$ cat config.mk
export PLATFORM = sky130hd
export DESIGN_NAME = bus_mem_responder
export DESIGN_NICKNAME = d
export VERILOG_FILES = /design/src/rtl/bus_mem_responder_pkg.sv /design/src/rtl/bus_mem_array.sv /design/src/rtl/bus_mem_responder.sv
export SDC_FILE = /design/constraint.sdc
export NUM_CORES = 2
export LEC_CHECK = 0
export CORE_ASPECT_RATIO = 0.75
export CORE_MARGIN = 2
export CORE_UTILIZATION = 57
export DETAILED_ROUTE_END_ITERATION = 8
export GPL_ROUTABILITY_DRIVEN = 0
export PLACE_DENSITY = 0.76
export SKIP_LAST_GASP = 1
export SLEW_MARGIN = 20
export SYNTH_ARGS = -nofsm -noshare
export SYNTH_HDL_FRONTEND = slang
export SYNTH_HIERARCHICAL = 1
export SYNTH_SLANG_ARGS = --single-unit
export TNS_END_PERCENT = 100
$ cat constraint.sdc
create_clock -name clk -period 3.1 [get_ports clk]
set_input_delay 0.62 -clock clk [delete_from_list [all_inputs] [get_ports clk]]
set_output_delay 0.62 -clock clk [all_outputs]
set_load 0.02 [all_outputs]
$ cat src/rtl/bus_mem_responder_pkg.sv
// Shared definitions for the bus memory responder: default widths, bus
// opcodes (shared with bus_controller) and the FSM state encoding.
package bus_mem_responder_pkg;

    localparam int DEF_ADDR_W  = 8;
    localparam int DEF_DATA_W  = 8;
    localparam int DEF_BURST_W = 2;

    localparam logic BUS_READ  = 1'b0;
    localparam logic BUS_WRITE = 1'b1;

    typedef enum logic [1:0] {
        IDLE = 2'd0,
        WAIT = 2'd1,
        XFER = 2'd2,
        DONE = 2'd3
    } state_t;

    // Registered handshake outputs, bundled so they update together.
    typedef struct packed {
        logic ack;
        logic valid;
        logic busy;
        logic done;
    } bus_flags_t;

endpackage

$ cat src/rtl/bus_mem_array.sv
// Word-addressed storage: synchronous write, registered read with enable.
// Only the read register is reset; the array contents survive reset.
module bus_mem_array #(
    parameter int ADDR_W = 8,
    parameter int DATA_W = 8
) (
    input  logic              clk,
    input  logic              rst,
    input  logic              wr_en,
    input  logic [ADDR_W-1:0] wr_addr,
    input  logic [DATA_W-1:0] wr_data,
    input  logic              rd_en,
    input  logic [ADDR_W-1:0] rd_addr,
    output logic [DATA_W-1:0] rd_data
);

    logic [DATA_W-1:0] mem [2**ADDR_W];

    // Write port: one word per enabled edge.
    always_ff @(posedge clk) begin
        if (wr_en) begin
            mem[wr_addr] <= wr_data;
        end
    end

    // Read register: loads only when enabled, otherwise holds the last word.
    always_ff @(posedge clk or posedge rst) begin
        if (rst) begin
            rd_data <= '0;
        end else if (rd_en) begin
            rd_data <= mem[rd_addr];
        end
    end

endmodule

$ cat src/rtl/bus_mem_responder.sv
// Responder end of the system bus: accepts single or burst reads/writes into
// a local memory, inserting WAIT_CYCLES wait states before the first beat.
//
// state | meaning
// IDLE  | waiting for bus_en; request fields latched on acceptance
// WAIT  | wait states after acceptance (ack high in the first one)
// XFER  | burst+1 data beats, bus_valid high
// DONE  | one-cycle completion, bus_done high
module bus_mem_responder
    import bus_mem_responder_pkg::*;
#(
    parameter int ADDR_W      = DEF_ADDR_W,
    parameter int DATA_W      = DEF_DATA_W,
    parameter int BURST_W     = DEF_BURST_W,
    parameter int WAIT_CYCLES = 2
) (
    input  logic               clk,
    input  logic               rst,
    input  logic               bus_en,
    input  logic               bus_we,
    input  logic [ADDR_W-1:0]  bus_addr,
    input  logic [BURST_W-1:0] bus_burst,
    input  logic [DATA_W-1:0]  bus_wdata,
    output logic [DATA_W-1:0]  bus_rdata,
    output logic               bus_ack,
    output logic               bus_valid,
    output logic               bus_busy,
    output logic               bus_done
);

    localparam logic [3:0]         WAIT_LOAD = (WAIT_CYCLES > 0) ? 4'(WAIT_CYCLES - 1) : 4'd0;
    localparam logic [ADDR_W-1:0]  ADDR_ONE  = ADDR_W'(1);
    localparam logic [BURST_W-1:0] BEAT_ONE  = BURST_W'(1);

    state_t             state;
    state_t             next_state;
    bus_flags_t         flags;
    bus_flags_t         flags_d;
    logic               we_q;
    logic [ADDR_W-1:0]  cur_addr;
    logic [BURST_W-1:0] beat_cnt;
    logic [3:0]         wait_cnt;
    logic               accept;
    logic               rd_we;
    logic               rd_en;
    logic [ADDR_W-1:0]  rd_addr;
    logic               wr_en;

    assign accept = (state == IDLE) && bus_en;

    // State register.
    always_ff @(posedge clk or posedge rst) begin
        if (rst) begin
            state <= IDLE;
        end else begin
            state <= next_state;
        end
    end

    // Next-state logic; the down-counters' terminal count ends WAIT and XFER.
    always_comb begin
        next_state = state;
        case (state)
            IDLE: if (bus_en) next_state = (WAIT_CYCLES == 0) ? XFER : WAIT;
            WAIT: if (wait_cnt == 4'd0) next_state = XFER;
            XFER: if (beat_cnt == '0) next_state = DONE;
            DONE: next_state = IDLE;
            default: next_state = IDLE;
        endcase
    end

    // Output and memory-port decode. Flags are derived from next_state so the
    // registered copies line up with the state they describe. Reads prefetch
    // the address of the upcoming beat; in IDLE that comes straight off the
    // bus because the latches are only loaded on the same edge.
    always_comb begin
        flags_d.ack   = accept;
        flags_d.valid = (next_state == XFER);
        flags_d.busy  = (next_state != IDLE);
        flags_d.done  = (next_state == DONE);

        rd_we = (state == IDLE) ? bus_we : we_q;
        rd_en = (next_state == XFER) && (rd_we == BUS_READ);
        case (state)
            IDLE:    rd_addr = bus_addr;
            XFER:    rd_addr = cur_addr + ADDR_ONE;
            default: rd_addr = cur_addr;
        endcase

        wr_en = (state == XFER) && (we_q == BUS_WRITE);
    end

    // Registered handshake outputs.
    always_ff @(posedge clk or posedge rst) begin
        if (rst) begin
            flags <= '0;
        end else begin
            flags <= flags_d;
        end
    end

    // Request latches, beat address and the wait/beat down-counters.
    always_ff @(posedge clk or posedge rst) begin
        if (rst) begin
            we_q     <= 1'b0;
            cur_addr <= '0;
            beat_cnt <= '0;
            wait_cnt <= 4'd0;
        end else if (accept) begin
            we_q     <= bus_we;
            cur_addr <= bus_addr;
            beat_cnt <= bus_burst;
            wait_cnt <= WAIT_LOAD;
        end else begin
            case (state)
                WAIT: begin
                    if (wait_cnt != 4'd0) wait_cnt <= wait_cnt - 4'd1;
                end
                XFER: begin
                    cur_addr <= cur_addr + ADDR_ONE;
                    if (beat_cnt != '0) beat_cnt <= beat_cnt - BEAT_ONE;
                end
                default: ;
            endcase
        end
    end

    bus_mem_array #(
        .ADDR_W (ADDR_W),
        .DATA_W (DATA_W)
    ) u_mem (
        .clk     (clk),
        .rst     (rst),
        .wr_en   (wr_en),
        .wr_addr (cur_addr),
        .wr_data (bus_wdata),
        .rd_en   (rd_en),
        .rd_addr (rd_addr),
        .rd_data (bus_rdata)
    );

    assign bus_ack   = flags.ack;
    assign bus_valid = flags.valid;
    assign bus_busy  = flags.busy;
    assign bus_done  = flags.done;

endmodule
==> impl_metrics.csv <==
group,metric,value,unit
outcome,outcome,"finished, violations left",
outcome,violations,"negative setup slack",
setup_path,path_common_cell,"buf_12",
finish,area_delta_synth_final,20.6,%
power_and_ir_drop,power_density,974,nW/um^2
route,wl_per_cell,33.3,um
route,drt_pre_antenna_iters,8,
setup_path,cp_cell_sequence,"ha_4 -> mux2i_2 -> o21ai_4 -> buf_4 -> or3b_4 -> buf_12 -> buf_12 -> buf_12 -> o22ai_1 -> a211oi_2 -> nand2_1 -> nand4_1 -> a2111oi_4 -> a211o_1",
finish,drive_above_1_share,33.6,%
setup_path,cp.arrival,4.39,ns
yosys,synth-main-ff-cell,"edfxtp_1",
yosys,netlist_top_cells_count,"2048 x edfxtp_1, 346 x mux4_2, 301 x mux2i_1",
die,num_rows,120,
yosys,ys_seq_area_share,76.3,%
sta,tightest_slew,0.860,ns
setup_path,timing_worst_setup_path_type,"reg2reg",
sta,fin_crit,3.62,ns
yosys,synth_edf_count,2048,
cts,cts_buffers,183,
grt,grt.busiest_layer,"met2",
die,die_y,332,um
setup_path,worstPathRequired,3.87,ns
grt,antenna_found_initial,10,
setup_path,path_delay_family,"compound AO/OA/AOI/OAI gates",
cts,cts-root-buf,"clkbuf_16",
setup_path,cp_max_fo,11,
yosys,synth_area_per_cell,20.0,sq um
die,core_area,142000,sq um
placed_design,dp_hpwl,147000,um
power_and_ir_drop,p_leak,33.0,nW
setup_path,cp_num_buf_inv,4,
die,design.portCount,34,
hold_path,hold_class,"in2async",
setup_path,rr_startpoint,"cur_addr[0]",
cts,clock_latency,0.85,ns
setup_path,end_kind,"flip-flop",
finish,fin_cells,7053,
power_and_ir_drop,peakVddDrop,0.621,mV
cts,clock_path_buffers,3,
die,dieArea,146000,sq um
yosys,netlist_instances,4078,
grt,globalRoute.totalOverflow,0,
sta,fin_worst_skew,0.0399,ns
finish,ff_latch_area,62200,sq um
setup_path,slowest_stage,"or3b_4",
grt,grt_pass1_vias,47000,
yosys,syn_area,81500,sq um
grt,groute.layer.met2.usage,47.4,%
yosys,synthesis.nets,4103,
cts,clkTransAtPathRegs,0.07,ns
route,vias_per_cell,6.72,
grt,grt_pass1_wl,336000,um
route,postRouteAntennaNets,0,
cts,cts_sinks,2077,
cts,h-tree-depth,4,
yosys,yosysTopAreaCell,"edfxtp_1",
sta,finalHoldViolations,0,
route,vias,47400,
grt,globalRouteMet1Util,45.3,%
setup_path,startpoint,"cur_addr[0]",
die,die_w,441,um
route,post-route-drc-count,0,
yosys,yosysWarnings,6,
setup_path,crit_path_max_incr_delay,0.47,ns
sta,timing.final.crit_share,117,%
sta,fmax,0.277,GHz
yosys,ys_ff_latch,2077,
yosys,netlist.area_leader.share,75.4,%
grt,use_met3,10.1,%
placed_design,io_buffers,33,
sta,hold_ws,0.288,ns
sta,slew_headroom,42.7,%
sta,rsz0062_at_grt,"yes",
finish,layout.nets,5022,
yosys,synth-async-reset-ratio,1.40,%
finish,multi_input_area,18500,sq um
sta,fin_tns_setup,-3.60,ns
placed_design,dp_cells,6614,
finish,fillers,8202,
cts,cts_tree,"done",
yosys,yosys.cell_count.top_type,"edfxtp_1",
setup_path,startpoint_type,"flip-flop",
route,drtIter0Drc,8811,
sta,setup-violations-final,8,
power_and_ir_drop,power,95.8,mW
sta,finalWorstSetupSlack,-0.516,ns
yosys,synth_cell_types,73,
grt,grt_max_degree,90,
flow_run,cap_violations,0,
route,routed_wl,235000,um
grt,grt_use_total,32.3,%
yosys,synth_area_leaders,"edfxtp_1 75%, mux4_2 9.6%, mux2i_1 3.7%, nor2_1 1.3%, mux4_1 0.93%",
die,initial_core_util,57.3,%
sta,drv_slew,0,
[power breakdown]
group / switching (mW) / internal (mW) / total (mW)
combinational: 22.8 / 19.3 / 42.1
sequential: 0.269 / 31.0 / 31.3
clock: 10.2 / 12.2 / 22.4
[sequential cells by signal, indices dropped and copies added (netlist names)]
name           cells
wait_cnt           4
bus_ack            1
we_q               1
beat_cnt           2
u_mem/mem       2048
state              2
bus_busy           1
cur_addr           8
bus_done           1
bus_valid          1
u_mem/rd_data      8
[cell type report]
cell class	instances	area share, %
clock buffer	215	4.82
antenna	10	0.0255
inverter	18	0.0738
sequential	2077	63.3
multi-input combinational	1733	18.8
clock inverter	125	1.04
tap	1891	2.41
timing repair buffer	984	9.55
[final timing paths]
kind / endpoint / slack (ns) / depth (start not counted)
max in group asynchronous: state[0] / 2.04 / 2
hold / removal: u_mem/rd_data[6] / 0.29 / 2
setup reg to reg: u_mem/rd_data[4] / -0.52 / 14
min in group clk: u_mem/mem[75][1] / 0.29 / 1
hold reg to reg: wait_cnt[3] / 0.51 / 1
setup / recovery: u_mem/rd_data[4] / -0.52 / 14
[stage by stage]
step           util (%)  instance area (sq um)  setup slack, ns
5_1_grt            69.1                  98300           -0.547
2_1_floorplan         -                  81500           0.0732
4_1_cts            68.8                  98000           -0.409
3_5_place_dp       63.4                  90200            -1.31
6_report           69.1                  98300           -0.516
3_3_place_gp       63.4                  90200            -1.38
[layout by cell type, fill, tap and decap left out, types with 19 or more instances in the layout]
cell type        count
edfxtp_1          2048
buf_4              797
mux4_2             351
mux2i_1            290
nor2_1             288
clkbuf_16          185
nand2_1            107
o22ai_1            100
buf_12              96
a22oi_1             72
clkinv_1            56
nand3_1             49
a211oi_1            42
a21oi_1             41
clkinv_2            38
o221ai_1            37
clkbuf_1            30
buf_6               28
dfrtp_1             27
clkdlybuf4s50_1     25
mux4_1              24
o21ai_0             22
nand4_1             19
[what timing repair did]
action                     4_1_cts  5_1_grt
setup endpoints to repair        8       28
pin swaps                       52       16
buffers inserted                64       15
cloned                          13        0
hold buffers                     0        0
gates resized for setup        235       45
[kinds of logic after synthesis]
kind of cell | synth area share (%)
muxes | 14.2
AOI/OAI and AO/OA | 4.00
xor gates and xnor gates | 0.0215
buffers and inverters | 2.24
DFF | 76.3
adders and majority gates | 0.0460
and+or+nand+nor | 3.16
[per-layer routing]
metal  vias up  share of wire (%)  wire length (um)
li1      18800                  -                 -
met1     23900                 35             81800
met2      4067                 45            106000
met3       662                 15             36100
met4         2                4.8             11300
met5         -             0.0051                12
(Power assumes the default switching activity.)
